$ cat src/rtl/mul_ctrl_pkg.sv
// Shared types and constants for the HI/LO multiply sequencing controller.
package mul_ctrl_pkg;

    typedef enum logic [1:0] {
        IDLE    = 2'd0,
        ISSUE   = 2'd1,
        WAIT    = 2'd2,
        CAPTURE = 2'd3
    } mul_state_e;

    localparam logic MF_SEL_LO       = 1'b0;
    localparam logic MF_SEL_HI       = 1'b1;
    localparam int   MUL_LATENCY_DEF = 33;
    localparam int   CNT_W           = 7;

endpackage

$ cat src/rtl/mul_sign_adjust.sv
// Sign conditioning around an unsigned multiplier: operand magnitudes in,
// optional 64-bit two's-complement negation of the product out.
module mul_sign_adjust (
    input  logic [31:0] op_a,
    input  logic [31:0] op_b,
    input  logic        neg,
    input  logic [63:0] prod_in,
    output logic [31:0] mag_a,
    output logic [31:0] mag_b,
    output logic [63:0] prod_out
);

    // -2^31 maps onto 0x80000000, which is representable as an unsigned magnitude
    assign mag_a    = op_a[31] ? (~op_a + 32'd1) : op_a;
    assign mag_b    = op_b[31] ? (~op_b + 32'd1) : op_b;
    assign prod_out = neg ? (~prod_in + 64'd1) : prod_in;

endmodule

$ cat src/rtl/mul_hilo_ctrl.sv
// Sequencing controller for the iterative 32x32 multiplier with HI/LO commit.
// Optional signed support is compiled in with the MULCTRL_SIGNED_EN macro.
module mul_hilo_ctrl
    import mul_ctrl_pkg::*;
#(
    parameter int MUL_LATENCY = MUL_LATENCY_DEF
) (
    input  logic        clk,
    input  logic        reset,
    input  logic        mul_req,
    input  logic        mul_signed,
    input  logic [31:0] op_a,
    input  logic [31:0] op_b,
    input  logic        mf_req,
    input  logic        mf_sel,
    output logic [31:0] mf_data,
    output logic        mf_valid,
    output logic        stall,
    output logic        busy,
    output logic [31:0] hi,
    output logic [31:0] lo,
    output logic        m_start,
    output logic [31:0] m_dataA,
    output logic [31:0] m_dataB,
    input  logic [63:0] m_ans
);

    mul_state_e       state;
    mul_state_e       state_nxt;
    logic [CNT_W-1:0] cnt;
    logic             accept;
    logic [31:0]      opa_cond;
    logic [31:0]      opb_cond;
    logic [63:0]      prod_adj;

`ifdef MULCTRL_SIGNED_EN
    logic [31:0] mag_a;
    logic [31:0] mag_b;
    logic        sign_neg;

    mul_sign_adjust u_sign_adjust (
        .op_a     (op_a),
        .op_b     (op_b),
        .neg      (sign_neg),
        .prod_in  (m_ans),
        .mag_a    (mag_a),
        .mag_b    (mag_b),
        .prod_out (prod_adj)
    );

    assign opa_cond = mul_signed ? mag_a : op_a;
    assign opb_cond = mul_signed ? mag_b : op_b;

    always_ff @(posedge clk) begin
        if (reset) begin
            sign_neg <= 1'b0;
        end else if (accept) begin
            sign_neg <= mul_signed & (op_a[31] ^ op_b[31]);
        end
    end
`else
    logic unused_mul_signed;

    assign unused_mul_signed = mul_signed;
    assign opa_cond          = op_a;
    assign opb_cond          = op_b;
    assign prod_adj          = m_ans;
`endif

    assign accept = (state == IDLE) && mul_req;

    always_ff @(posedge clk) begin
        if (reset) begin
            state <= IDLE;
        end else begin
            state <= state_nxt;
        end
    end

    always_comb begin
        state_nxt = state;
        case (state)
            IDLE:    if (mul_req) state_nxt = ISSUE;
            ISSUE:   state_nxt = WAIT;
            WAIT:    if (cnt == CNT_W'(MUL_LATENCY - 1)) state_nxt = CAPTURE;
            CAPTURE: state_nxt = IDLE;
            default: state_nxt = IDLE;
        endcase
    end

    // Operands stay registered from acceptance until the product is committed.
    always_ff @(posedge clk) begin
        if (reset) begin
            cnt     <= '0;
            m_start <= 1'b0;
            m_dataA <= '0;
            m_dataB <= '0;
            hi      <= '0;
            lo      <= '0;
        end else begin
            m_start <= accept;
            case (state)
                IDLE: begin
                    if (mul_req) begin
                        m_dataA <= opa_cond;
                        m_dataB <= opb_cond;
                    end
                end
                ISSUE:   cnt <= '0;
                WAIT:    cnt <= cnt + 1'b1;
                CAPTURE: {hi, lo} <= prod_adj;
                default: cnt <= '0;
            endcase
        end
    end

    assign busy     = (state != IDLE);
    assign stall    = (mul_req | mf_req) & busy;
    assign mf_valid = mf_req & ~busy;
    // Reads see the committed registers, so a read alongside a new multiply returns old HI/LO.
    assign mf_data  = (mf_sel == MF_SEL_HI) ? hi : lo;

endmodule
$ cat config.mk
export PLATFORM = sky130hd
export DESIGN_NAME = mul_hilo_ctrl
export DESIGN_NICKNAME = d
export VERILOG_FILES = /design/src/rtl/mul_ctrl_pkg.sv /design/src/rtl/mul_sign_adjust.sv /design/src/rtl/mul_hilo_ctrl.sv
export SDC_FILE = /design/constraint.sdc
export NUM_CORES = 1
export LEC_CHECK = 0
export ABC_AREA = 0
export BUFFER_PORTS_ARGS = -buffer_cell sky130_fd_sc_hd__buf_2
export CAP_MARGIN = 20
export CORE_MARGIN = 4
export CORE_UTILIZATION = 44
export CTS_CLUSTER_DIAMETER = 150
export DETAILED_ROUTE_END_ITERATION = 7
export GPL_ROUTABILITY_DRIVEN = 0
export PLACE_DENSITY = 0.82
export SKIP_CTS_REPAIR_TIMING = 1
export SYNTH_ARGS = -nofsm -noshare
export SYNTH_HDL_FRONTEND = slang
export SYNTH_SLANG_ARGS = --single-unit
$ cat constraint.sdc
create_clock -name clk -period 1.8 [get_ports clk]
set_clock_uncertainty 0.1 [all_clocks]
set_input_delay 0.36 -clock clk [delete_from_list [all_inputs] [get_ports clk]]
set_output_delay 0.36 -clock clk [all_outputs]
set_load 0.05 [all_outputs]
==> flow_summary_export.csv, run 1 <==
group,metric,value,unit
logic_synthesis,ys_seq_elements,138,
run,drv_cap,0,
final_layout,drive_gt1_share,43.33,%
timing,setup_ws,0.04859,ns
pwr,peakVddDrop,1.198,mV
logic_synthesis,yosysTopAreaCell,"dfxtp_1",
logic_synthesis,syn_nets,723,
critical_path,startpoint_type,"register",
hold_path,worstHoldPathCells,3,
final_layout,fillerInstances,933,
critical_path,critPathKind,"reg2out",
routing,drt_iter0_drc,214,
final_layout,layout.nets,1011,
logic_synthesis,synth_seq_area_share,52.01,%
critical_path,crit_fanout,6,
clock_network,root_buffer,"clkbuf_16",
timing,slew_headroom,80.11,%
die,pin_count,298,
routing,drt.antenna.violating_nets,0,
pwr,leakagePower,3.697,nW
final_layout,layout_commonest_cell,"buf_2",
timing,max_freq,571.0,MHz
timing,hold_viol,0,
critical_path,endpoint_kind,"output port",
die,initial_core_util,45.73,%
global_routing,grt_pass1_vias,4914,
die,dieHeight,117.9,µm
placed_design,place_area,6998,µm²
placed_design,numPortBuffers,296,
timing,tightest_slew,0.2983,ns
timing,fin_crit_sh,97.30,%
routing,drc,0,
clock_network,clock_latency,0.41,ns
placed_design,dp_hpwl,11890,µm
logic_synthesis,yosysWarnings,0,
global_routing,grt_overflow,0,
logic_synthesis,synthesis.area,5311,µm²
clock_network,h-tree-depth,4,
placed_design,place_ws,0.08319,ns
die,rows,39,
critical_path,reg2reg_depth,4,
timing,fin_crit,1.751,ns
routing,first_pass_iters,5,
critical_path,cp.arrival,1.29,ns
timing,finalMaxSlewViolations,0,
final_layout,final_cell_mix,"buf_2, dfxtp_1, nand2_1",
global_routing,grtUsageTotal,22.36,%
die,coreArea,11610,µm²
logic_synthesis,synth_top_area_share,52.01,%
die,chipWidth,117.9,µm
clock_network,cts.sinks,138,
logic_synthesis,synth_cell_types,25,
global_routing,antenna_found_initial,2,
outcome,status,"finished, final reports clean",
logic_synthesis,synth_area_leaders,"dfxtp_1, mux2i_1, nand2_1",
routing,drt-total-wl,16180,µm
timing,finalSetupViolCount,0,
clock_network,path_clk_slew,0.06,ns
logic_synthesis,postSynthAreaPerCell,9.110,µm²
routing,vias,5027,
final_layout,final_area,7664,µm²
routing,vias_per_cell,4.885,
global_routing,grt_pass1_wl,25280,µm
critical_path,required,1.34,ns
clock_network,clock_path_buffers,2,
logic_synthesis,syn_inst,583,
clock_network,cts_tree,"done",
clock_network,cts_buffers,17,
hold_path,min_path_type,"in2reg",
pwr,powerDensity,1554,nW/µm²
global_routing,grt_max_degree,59,
timing,final.setup.tns,0,ns
routing,wire_per_inst,15.73,µm
die,die_area,13890,µm²
final_layout,area.growth.synth_to_final,44.29,%
==> state kept, by name, indices dropped and copies added (netlist names) <==
signal,cells
cnt,7
hi,32
lo,32
m_dataA,32
m_dataB,32
m_start,1
state,2
==> synth_stat cells <==
cell type	number
or4b_4	1
mux2i_1	64
nand4_1	2
nor3_1	3
ha_1	6
and3_1	1
clkbuf_1	21
buf_1	11
and2b_1	1
xor2_1	4
o21ai_0	2
buf_2	9
mux2_1	3
and2_1	2
nand2_1	132
nor2_1	72
inv_1	6
nand2b_1	2
dfxtp_1	138
nand3_1	2
nor4b_4	1
or3_1	2
a21oi_1	68
mux2_2	29
a21o_1	1
==> worst max-delay path, stage by stage (launching register included) <==
cell and delay, ns:
dfxtp_2 0.32, inv_2 0.08, ha_4 0.19, and2_4 0.15, buf_6 0.15
==> final cells by class <==
type,instances,area (µm²),share of cell area [%]
clock buffers,21,480.5,6.269
well taps,143,178.9,2.335
clock inverters,11,135.1,1.763
diodes,2,5.005,0.06531
multi-input cells,398,2395,31.25
inverters,6,25.02,0.3265
flip-flops and latches,138,2765,36.08
repair buffers,310,1679,21.91
==> final timing paths <==
path / endpoint / slack (ns) / from
setup / recovery: mf_valid / 0.05 / state[1]
hold / removal: m_dataA[24] / 0.08 / op_a[24]
setup reg to reg: state[1] / 0.17 / cnt[2]
hold reg to reg: m_dataB[28] / 0.35 / m_dataB[28]
==> layer usage <==
layer | wire length (µm) | vias to the layer above | global-route usage, %
li1 | - | 2494 | -
met1 | 5955 | 2284 | 24.33
met2 | 8042 | 226 | 37.80
met3 | 1776 | 23 | 10.76
met4 | 408 | 0 | 8.205
met5 | 0 | - | 0
==> metrics by stage <==
step	instances	power, W	util, %	hold WS [ns]
2_1_floorplan	583	0.007068	-	0.3668
3_3_place_gp	994	0.008203	60.26	0.3382
3_5_place_dp	994	0.008256	60.26	0.3430
4_1_cts	1026	0.01183	65.56	0.06952
5_1_grt	1029	0.01246	65.99	0.07370
6_report	1029	0.01191	65.99	0.08163
==> logic make-up after synthesis <==
logic type | Yosys count | synth area share [%]
simple gates | 221 | 16.80
flops | 138 | 52.01
mux | 96 | 18.85
compound gates | 71 | 6.737
buf+inv | 47 | 3.534
fa+ha+maj | 6 | 1.413
xor+xnor | 4 | 0.6595
==> power by group <==
| group | switching (W) | leakage, nW | total [W] | internal, W |
|---|---|---|---|---|
| registers | 0.000272 | 1.12 | 0.00379 | 0.00351 |
| logic | 0.00325 | 2.28 | 0.00458 | 0.00132 |
| clock network | 0.00134 | 0.298 | 0.00355 | 0.00221 |
Note: power is estimated with default switching activity, not from simulation.
==> run 2, diff against run 1 <==
- RECOVER_POWER: not set -> 50
==> flow_summary_export.csv, run 2 (synthesized netlist as in run 1, its figures left out) <==
group,metric,value,unit
outcome,status,"finished, final reports clean",
hold_path,worstHoldPathCells,3,
global_routing,grt_pass1_vias,4914,
timing,hold_viol,0,
critical_path,cp.arrival,1.29,ns
timing,slew_headroom,80.11,%
critical_path,r2r_start,"cnt[2]",
clock_network,cts_tree,"done",
global_routing,grt_pass1_wl,25280,µm
timing,finalSetupViolCount,0,
run,drv_cap,0,
routing,drt_iter0_drc,221,
critical_path,critPathBufInv,2,
routing,first_pass_iters,4,
critical_path,rrSetupSlack,0.16,ns
critical_path,slowest_stage,"dfxtp_2",
timing,final.setup.tns,0,ns
critical_path,startpoint_type,"register",
clock_network,clock_path_buffers,2,
timing,fin_crit_sh,97.25,%
routing,drc,0,
global_routing,antenna_found_initial,2,
global_routing,grt_max_degree,59,
die,coreArea,11610,µm²
final_layout,layout.nets,1011,
critical_path,path_depth,4,
critical_path,endpoint_kind,"output port",
hold_path,hold_start,"op_a[24]",
die,pin_count,298,
critical_path,crit_chain,"inv_2 > ha_4 > and2_4 > buf_6",
clock_network,cts_buffers,17,
die,chipWidth,117.9,µm
final_layout,area.growth.synth_to_final,44.22,%
critical_path,rr_endpoint,"state[1]",
critical_path,critPathKind,"reg2out",
routing,vias_per_cell,4.890,
die,initial_core_util,45.73,%
die,rows,39,
final_layout,final_cell_mix,"buf_2, dfxtp_1, nand2_1",
placed_design,dp_hpwl,11890,µm
timing,finalMaxSlewViolations,0,
routing,drt.antenna.violating_nets,0,
clock_network,clock_latency,0.41,ns
routing,vias,5032,
critical_path,crit_fanout,6,
pwr,peakVddDrop,1.197,mV
clock_network,h-tree-depth,4,
placed_design,numPortBuffers,296,
hold_path,min_path_type,"in2reg",
clock_network,path_clk_slew,0.06,ns
global_routing,grt_overflow,0,
clock_network,cts.sinks,138,
timing,fin_crit,1.751,ns
die,dieHeight,117.9,µm
timing,max_freq,571.3,MHz
hold_path,hold_path_end,"m_dataA[24]",
critical_path,reg2reg_depth,4,
critical_path,required,1.34,ns
global_routing,grtUsageTotal,22.36,%
clock_network,root_buffer,"clkbuf_16",
timing,tightest_slew,0.2983,ns
routing,drt-total-wl,16220,µm
pwr,leakagePower,3.693,nW
final_layout,layout_commonest_cell,"buf_2",
critical_path,max_stage_delay,0.32,ns
die,die_area,13890,µm²
pwr,total_power,0.01190,W
routing,wire_per_inst,15.76,µm
final_layout,drive_gt1_share,43.21,%
critical_path,crit_family,"flip-flops",
pwr,powerDensity,1553,nW/µm²
-- run 2: cell count changes in the layout (fill, tap and decap cells not counted), sizes merged --
cell    delta
buf        -1
clkbuf     +1
-- run 2: how the worst max path moves through the flow --
stage	startpoint	end	slack (ns)
3_5_place_dp	mf_sel	mf_data[8]	0.08
6_report	state[1]	mf_valid	0.05
4_1_cts	state[0]	mf_valid	-0.21
3_3_place_gp	mf_sel	mf_data[31]	0.10
5_1_grt	state[0]	stall	-0.003
2_1_floorplan	state[0]	stall	0.03
-- run 2: where the power goes --
part / internal (W) / leakage, nW / total [W] / switching (W)
clock network: 0.00221 / 0.298 / 0.00355 / 0.00134
registers: 0.00351 / 1.12 / 0.00379 / 0.000272
logic: 0.00131 / 2.27 / 0.00456 / 0.00325
total: 0.00703 / 3.69 / 0.0119 / 0.00487
-- run 2: per-layer routing --
metal	global-route usage [%]	vias to the layer above	wire length, µm
li1	-	2494	-
met1	24.33	2294	6018
met2	37.80	221	8035
met3	10.76	23	1752
met4	8.205	0	408
met5	0	-	0
-- run 2: final cells by class --
cell class / count / area, µm²
diodes: 2 / 5.005
clock buffers: 21 / 480.5
clock inverters: 11 / 135.1
fillers: 933 / 3954
inverters: 6 / 25.02
multi-input cells: 398 / 2395
flip-flops and latches: 138 / 2765
well taps: 143 / 178.9
repair buffers: 310 / 1675
-- run 2: per-stage QoR --
step	utilization [%]	instances	cell area [µm²]	worst slack, ns	hold slack (ns)
after global routing	65.96	1029	7660	-0.003265	0.07370
after detailed placement	60.26	994	6998	0.08319	0.3430
after floorplan	-	583	5315	0.03078	0.3668
after global placement	60.26	994	6998	0.1048	0.3382
final	65.96	1029	7660	0.04948	0.08109
after CTS	65.56	1026	7614	-0.2114	0.06952
-- run 2: worst min-delay path: stages --
cell,delay [ns]
buf_2,0.09
nand2_1,0.04
a21oi_1,0.05
